==> src/rtl/pipelined_addsub_if.sv <==
// Valid/ready bundle for the pipelined adder/subtractor.
// master drives operands and out_ready; slave returns in_ready and the result.
interface pipelined_addsub_if #(
  parameter int WIDTH = 16
);
  logic             in_valid;
  logic             in_ready;
  logic [WIDTH-1:0] a;
  logic [WIDTH-1:0] b;
  logic             cin;
  logic             sub;
  logic             out_valid;
  logic             out_ready;
  logic [WIDTH-1:0] sum;
  logic             cout;
  logic             ovf;

  modport master (
    output in_valid, a, b, cin, sub, out_ready,
    input  in_ready, out_valid, sum, cout, ovf
  );

  modport slave (
    input  in_valid, a, b, cin, sub, out_ready,
    output in_ready, out_valid, sum, cout, ovf
  );
endinterface

==> src/rtl/pipelined_addsub.sv <==
// Pipelined add/sub: CHUNK bits per stage, carry registered between stages.
// Ports: clk, rst (sync, active-high), bus (slave: operands in, result out).
module pipelined_addsub #(
  parameter int WIDTH = 16,
  parameter int CHUNK = 4
) (
  input  logic               clk,
  input  logic               rst,
  pipelined_addsub_if.slave  bus
);
  localparam int STAGES = (CHUNK < 1) ? 1 : WIDTH / CHUNK;

  if (CHUNK < 1) begin : g_bad_chunk
    $error("CHUNK must be at least 1");
  end else if (WIDTH % CHUNK != 0) begin : g_bad_width
    $error("WIDTH must be a multiple of CHUNK");
  end
  if ($bits(bus.sum) != WIDTH) begin : g_bad_bus
    $error("interface WIDTH does not match");
  end

  logic [STAGES-1:0] v_q;
  logic [STAGES-1:0] c_q;
  logic [STAGES-1:0] sb_q;
  logic [WIDTH-1:0]  res_q [STAGES];
  logic [WIDTH-1:0]  a_q   [STAGES];
  logic [WIDTH-1:0]  b_q   [STAGES];
  logic              ovf_q;

  logic [STAGES:0]   take;
  logic [WIDTH-1:0]  pa [STAGES];
  logic [WIDTH-1:0]  pb [STAGES];
  logic [WIDTH-1:0]  pr [STAGES];
  logic [WIDTH-1:0]  nr [STAGES];
  logic [STAGES-1:0] pc;
  logic [STAGES-1:0] pv;
  logic [STAGES-1:0] ps;
  logic [STAGES-1:0] nc;
  logic [CHUNK:0]    add;
  logic              ovf_n;

  // A stage can load when empty or when its content moves on.
  always_comb begin
    take = '0;
    take[STAGES] = bus.out_ready;
    for (int k = STAGES - 1; k >= 0; k--) begin
      take[k] = !v_q[k] || take[k+1];
    end
  end

  always_comb begin
    pa[0] = bus.a;
    pb[0] = bus.sub ? ~bus.b : bus.b;
    pc[0] = bus.sub ^ bus.cin;
    pr[0] = '0;
    pv[0] = bus.in_valid;
    ps[0] = bus.sub;
    for (int k = 1; k < STAGES; k++) begin
      pa[k] = a_q[k-1];
      pb[k] = b_q[k-1];
      pc[k] = c_q[k-1];
      pr[k] = res_q[k-1];
      pv[k] = v_q[k-1];
      ps[k] = sb_q[k-1];
    end
    add = '0;
    nc  = '0;
    for (int k = 0; k < STAGES; k++) begin
      add = {1'b0, pa[k][k*CHUNK +: CHUNK]}
          + {1'b0, pb[k][k*CHUNK +: CHUNK]}
          + {{CHUNK{1'b0}}, pc[k]};
      nr[k] = pr[k];
      nr[k][k*CHUNK +: CHUNK] = add[CHUNK-1:0];
      nc[k] = add[CHUNK];
    end
    // Carry into the MSB recovered from its sum bit.
    ovf_n = pa[STAGES-1][WIDTH-1] ^ pb[STAGES-1][WIDTH-1]
          ^ nr[STAGES-1][WIDTH-1] ^ nc[STAGES-1];
  end

  // Bubbles clear v only; data regs keep their last value.
  always_ff @(posedge clk) begin
    if (rst) begin
      v_q   <= '0;
      c_q   <= '0;
      sb_q  <= '0;
      ovf_q <= 1'b0;
      for (int k = 0; k < STAGES; k++) begin
        res_q[k] <= '0;
        a_q[k]   <= '0;
        b_q[k]   <= '0;
      end
    end else begin
      for (int k = 0; k < STAGES; k++) begin
        if (take[k]) begin
          v_q[k] <= pv[k];
          if (pv[k]) begin
            res_q[k] <= nr[k];
            a_q[k]   <= pa[k];
            b_q[k]   <= pb[k];
            c_q[k]   <= nc[k];
            sb_q[k]  <= ps[k];
          end
        end
      end
      if (take[STAGES-1] && pv[STAGES-1]) begin
        ovf_q <= ovf_n;
      end
    end
  end

  assign bus.in_ready  = take[0];
  assign bus.out_valid = v_q[STAGES-1];
  assign bus.sum       = res_q[STAGES-1];
  assign bus.cout      = c_q[STAGES-1] ^ sb_q[STAGES-1];
  assign bus.ovf       = ovf_q;
endmodule

==> src/flat_wrapper.sv <==
// flat-port wrapper written by rule: the top's interface ports become plain ports
module pipelined_addsub_flat 
#(
  parameter int WIDTH = 16,
  parameter int CHUNK = 4
)
  (clk, rst, bus_in_valid, bus_a, bus_b, bus_cin, bus_sub, bus_out_ready, bus_in_ready, bus_out_valid, bus_sum, bus_cout, bus_ovf);
  pipelined_addsub_if #(.WIDTH(WIDTH)) bus_i ();
  input  logic clk;
  input  logic rst;
  input wire logic [$bits(bus_i.in_valid)-1:0] bus_in_valid;
  input wire logic [$bits(bus_i.a)-1:0] bus_a;
  input wire logic [$bits(bus_i.b)-1:0] bus_b;
  input wire logic [$bits(bus_i.cin)-1:0] bus_cin;
  input wire logic [$bits(bus_i.sub)-1:0] bus_sub;
  input wire logic [$bits(bus_i.out_ready)-1:0] bus_out_ready;
  output wire logic [$bits(bus_i.in_ready)-1:0] bus_in_ready;
  output wire logic [$bits(bus_i.out_valid)-1:0] bus_out_valid;
  output wire logic [$bits(bus_i.sum)-1:0] bus_sum;
  output wire logic [$bits(bus_i.cout)-1:0] bus_cout;
  output wire logic [$bits(bus_i.ovf)-1:0] bus_ovf;
  assign bus_i.in_valid = bus_in_valid;
  assign bus_i.a = bus_a;
  assign bus_i.b = bus_b;
  assign bus_i.cin = bus_cin;
  assign bus_i.sub = bus_sub;
  assign bus_i.out_ready = bus_out_ready;
  assign bus_in_ready = bus_i.in_ready;
  assign bus_out_valid = bus_i.out_valid;
  assign bus_sum = bus_i.sum;
  assign bus_cout = bus_i.cout;
  assign bus_ovf = bus_i.ovf;
  pipelined_addsub #(.WIDTH(WIDTH), .CHUNK(CHUNK)) u_core (.clk(clk), .rst(rst), .bus(bus_i));
endmodule
==> config.mk <==
export PLATFORM = sky130hd
export DESIGN_NAME = pipelined_addsub_flat
export DESIGN_NICKNAME = d
export VERILOG_FILES = /design/src/rtl/pipelined_addsub_if.sv /design/src/rtl/pipelined_addsub.sv /design/src/flat_wrapper.sv
export SDC_FILE = /design/constraint.sdc
export NUM_CORES = 1
export LEC_CHECK = 0
export ABC_AREA = 1
export BUFFER_PORTS_ARGS = -buffer_cell sky130_fd_sc_hd__buf_4
export CAP_MARGIN = 20
export CORE_UTILIZATION = 25
export DETAILED_ROUTE_END_ITERATION = 6
export GPL_ROUTABILITY_DRIVEN = 0
export GPL_TIMING_DRIVEN = 1
export HOLD_SLACK_MARGIN = 0.15
export PLACE_DENSITY_LB_ADDON = 0.15
export SLEW_MARGIN = 20
export SYNTH_ARGS = -nofsm -noshare
export SYNTH_HDL_FRONTEND = slang
export SYNTH_SLANG_ARGS = --single-unit
==> constraint.sdc <==
create_clock -name clk -period 2.1 [get_ports clk]
set_input_delay 0.21 -clock clk [delete_from_list [all_inputs] [get_ports clk]]
set_output_delay 0.21 -clock clk [all_outputs]
set_load 0.02 [all_outputs]
# Yosys cells after proc, flatten, opt, wreduce, memory -nomap -nowiden
# Memories as Yosys holds them, arrays and structs flattened.
# Index checks and enable logic that the tools add are counted.
# totals
ff_bits	13
latch_bits	0
ram_bits	192
mem_bits_ro	0
in_bits	38
mem_count	3
# mem_list
name	depth	word_bits	rd	rd_clocked_by_memory_dff	write_ports	line_no	text
u_core.a_q	4	16	3	0	4	pipelined_addsub.sv:26	logic [WIDTH-1:0] a_q [STAGES];
u_core.b_q	4	16	3	0	4	pipelined_addsub.sv:27	logic [WIDTH-1:0] b_q [STAGES];
u_core.res_q	4	16	4	0	4	pipelined_addsub.sv:25	logic [WIDTH-1:0] res_q [STAGES];
# op_classes
addsub	8
mul	0
div	0
magnitude_cmp	0
eq_ne	0
shift	0
n_mux	31
n_bitwise	18
reduce_logical	13
# ops
operator	count
16-bit two-way mux	13
4-bit by 4-bit adder with 5-bit output	4
5-bit by 1-bit adder with 5-bit output	4
1-bit two-way mux	18
16-bit inverter	1
1-bit OR	12
2-bit AND reduction	4
1-bit XOR	5
1-bit zero test	4
1-bit logical OR	4
1-bit logical AND	1

# Longest topological paths before layout
# logic_depth
ltp_word	9
mapped_depth	11
mapped_depth_nobuf	9

# Least setup slack after synthesis
# Ideal clock, no wire load.
# synth_path
path_type	register to register
from	reg u_core.v_q[3]
to	mem u_core.a_q[0][10], enable pin
setup_time_ns	0.452
arrival_ns	1.539
t_required_ns	1.648
slack_ns	0.109
stages_incl_launch_ff	6
path_buffers	0
period_less_slack_ns	1.991
path_cell_list	dfxtp_1 inv_1 nor2_2 nand4_4 nand2_1 nand2_1
# synth_lines
element	line_no	text
start, declared	pipelined_addsub.sv:22	logic [STAGES-1:0] v_q;
start signal, assigned by index	pipelined_addsub.sv:96	v_q[k] <= pv[k];
end, declared	pipelined_addsub.sv:26	

==> flow_summary_export.csv <==
group,metric,value,unit
yosys,syn_inst,416,
die,placementRows,49,
final_layout,area_growth,21.1,%
yosys,ys_types,28,
die,dieArea,0.0190,sq mm
clock_tree,htreeDepth,3,
yosys,synth_edf_count,88,
critical_path,required,2250,ps
yosys,ys_ff_latch,101,
placed_design,dp.cells,699,
flow_run,cap_violations,0,
clock_tree,cts_sinks,101,
critical_path,end_kind,"register",
die,die-height,138,microns
grt,grt_overflow_total,0,
clock_tree,cts-buffers-inserted,9,
placed_design,place_ws,318,ps
yosys,synth_top_area_share,57.3,%
placed_design,postPlaceCellArea,0.00528,sq mm
power,p_total,4.30,mW
final_layout,fin_cells,717,
critical_path,critPathKind,"input port to register",
critical_path,worst-path-buf-inv,3,
clock_tree,cts-root-buf,"clkbuf_16",
clock_tree,clkLatencyLatePin,340,ps
sta,max_freq,0.552,GHz
yosys,synthArstFlopShare,0,%
outcome,outcome,"finished, final reports clean",
clock_tree,path_clk_slew,70,ps
yosys,synth_area_leaders,"edfxtp_1 (57%), inv_1 (7.2%), nor2_1 (7.0%)",
sta,fin_skew,5.13,ps
yosys,synth_top_area_cell,"edfxtp_1",
die,die_x,138,microns
placed_design,port_buffers,57,
drt,antenna_left,0,
sta,hold_violations,0,
critical_path,crit_path_max_fanout,25,
drt,wl_per_cell,10.8,microns
yosys,synth_ff_type,"edfxtp_1",
drt,drt_first_pass_iters,4,
final_layout,final_cell_mix,"inv_1 (88), edfxtp_1 (88), nor2_1 (86)",
sta,tightest_slew,487,ps
final_layout,final_design_area_no_fill,0.00558,sq mm
power,pwr_density_cell,771,mW/mm^2
sta,rsz0062_at_grt,"no",
yosys,post_synth.cell_area_avg,11.1,sq um
clock_tree,cts_hold_buf,2,
final_layout,antennaDiodeCount,0,
sta,slew_violations,0,
grt,first_global_vias,2656,
drt,vias,2679,
grt,grt_max_degree,29,
critical_path,cp_slowest_stage_delay,540,ps
sta,fin_hold_ws,162,ps
drt,drtIter0Drc,138,
sta,period_share,86.3,%
die,core-area,0.0180,sq mm
hold_path,hp-class,"input port to register",
drt,via_per_inst,3.74,
critical_path,crit_slowest_cell,"dlygate4sd3_1",
sta,setup_viol,0,
grt,grt_pass1_wl,13.0,mm
placed_design,hpwl,5.77,mm
final_layout,drive_gt1_share,18.6,%
power,power_leakage,2.39,nW
critical_path,cp_top_family,"buffers and inverters",
critical_path,crit_chain,"dlygate4sd3_1 -> buf_4 -> inv_2 -> nand3_2 -> nor3_1",
yosys,syn_area,0.00461,sq mm
sta,slew_headroom,67.5,%
sta,setup_slack,287,ps
clock_tree,cts_tree,"done",
grt,antenna_found_initial,0,
sta,tns,0,ps
drt,wl,7.72,mm
die,io_pins,58,
final_layout,finish.utilization,31.0,%
yosys,synth_fp_nets,474,
critical_path,start_kind,"input port",
die,start_util,25.6,%
yosys,seq_area_frac_synth,63.0,%
clock_tree,clk_path_buf_depth,2,
drt,drc,0,
power,ir_drop,0.000393,V
clock_tree,post_cts_resized,0,
clock_tree,post_cts_buffers,0,
yosys,ys_warn_count,0,
sta,period_needed,1810,ps
final_layout,final_nets,541,
final_layout,nFillCells,1903,
grt,track_usage,9.01,%
critical_path,critPathArrivalTime,1960,ps
-- power breakdown --
part / leakage, nW / total, mW / internal (mW) / switching (mW)
clock: 0.120 / 1.54 / 0.805 / 0.735
sequential: 1.05 / 2.34 / 2.30 / 0.0404
combinational: 1.22 / 0.421 / 0.179 / 0.242
total: 2.39 / 4.30 / 3.29 / 1.02
-- worst reg2reg max path: cells and delay by family (launching register included) --
kind            cells  cell delay (ps)
fa+ha+maj           2              920
flops               1              390
compound gates      2              210
simple gates        2              140
-- cells in the mapped netlist (2+ instances only) --
cell type  instances
edfxtp_1          88
dfxtp_1           13
nand4_1            3
o21ai_0            5
fa_1               8
nand3_2            3
buf_6              5
inv_2              2
nand3_1           19
xnor2_1           15
ha_1              12
buf_4              4
nor2_1            86
xor2_1             4
nand2_1           36
a21oi_1           14
inv_1             88
-- per-layer routing --
| metal | global-route usage [%] | vias to the layer above | routed length [microns] |
|---|---|---|---|
| met2 | 13.8 | 55 | 3410 |
| met3 | 2.02 | 10 | 334 |
| met5 | 0 | - | 0 |
| met1 | 11.8 | 1167 | 3810 |
| met4 | 4.71 | 0 | 170 |
| li1 | - | 1447 | - |
-- cell families (layout without fill, tap and decap cells) --
| group | after synthesis | in the layout | synth area share [%] |
|---|---|---|---|
| simple gates | 156 | 156 | 15.2 |
| flops | 101 | 101 | 63.0 |
| buf+inv | 100 | 172 | 9.31 |
| fa+ha+maj | 20 | 20 | 6.73 |
| compound gates | 20 | 20 | 2.17 |
| xor+xnor | 19 | 19 | 3.61 |
-- state kept, by name, summed over array words and instances (netlist names) --
signal	count
u_core.c_q	4
u_core.b_q	24
u_core.a_q	24
u_core.res_q	40
u_core.bus.ovf	1
u_core.sb_q	4
u_core.v_q	4
-- layout make-up --
cell class / count / area, sq um / share of cell area, %
inverters: 90 / 338 / 6.05
repair buffers: 66 / 500 / 8.97
well taps: 229 / 287 / 5.13
flip-flops and latches: 101 / 2900 / 52.0
clock buffers: 9 / 225 / 4.04
multi-input cells: 215 / 1280 / 22.9
clock inverters: 7 / 51.3 / 0.919
-- final timing paths --
check | slack (ps) | end | start | cells after the start
setup / recovery | 290 | u_core.res_q[0][22] | rst | 5
hold / removal | 160 | u_core.a_q[0][10] | bus_a[10] | 3
setup reg to reg | 320 | u_core.c_q[2] | u_core.a_q[0][24] | 6
hold reg to reg | 460 | u_core.sb_q[3] | u_core.sb_q[2] | 2
(Power assumes the default switching activity.)
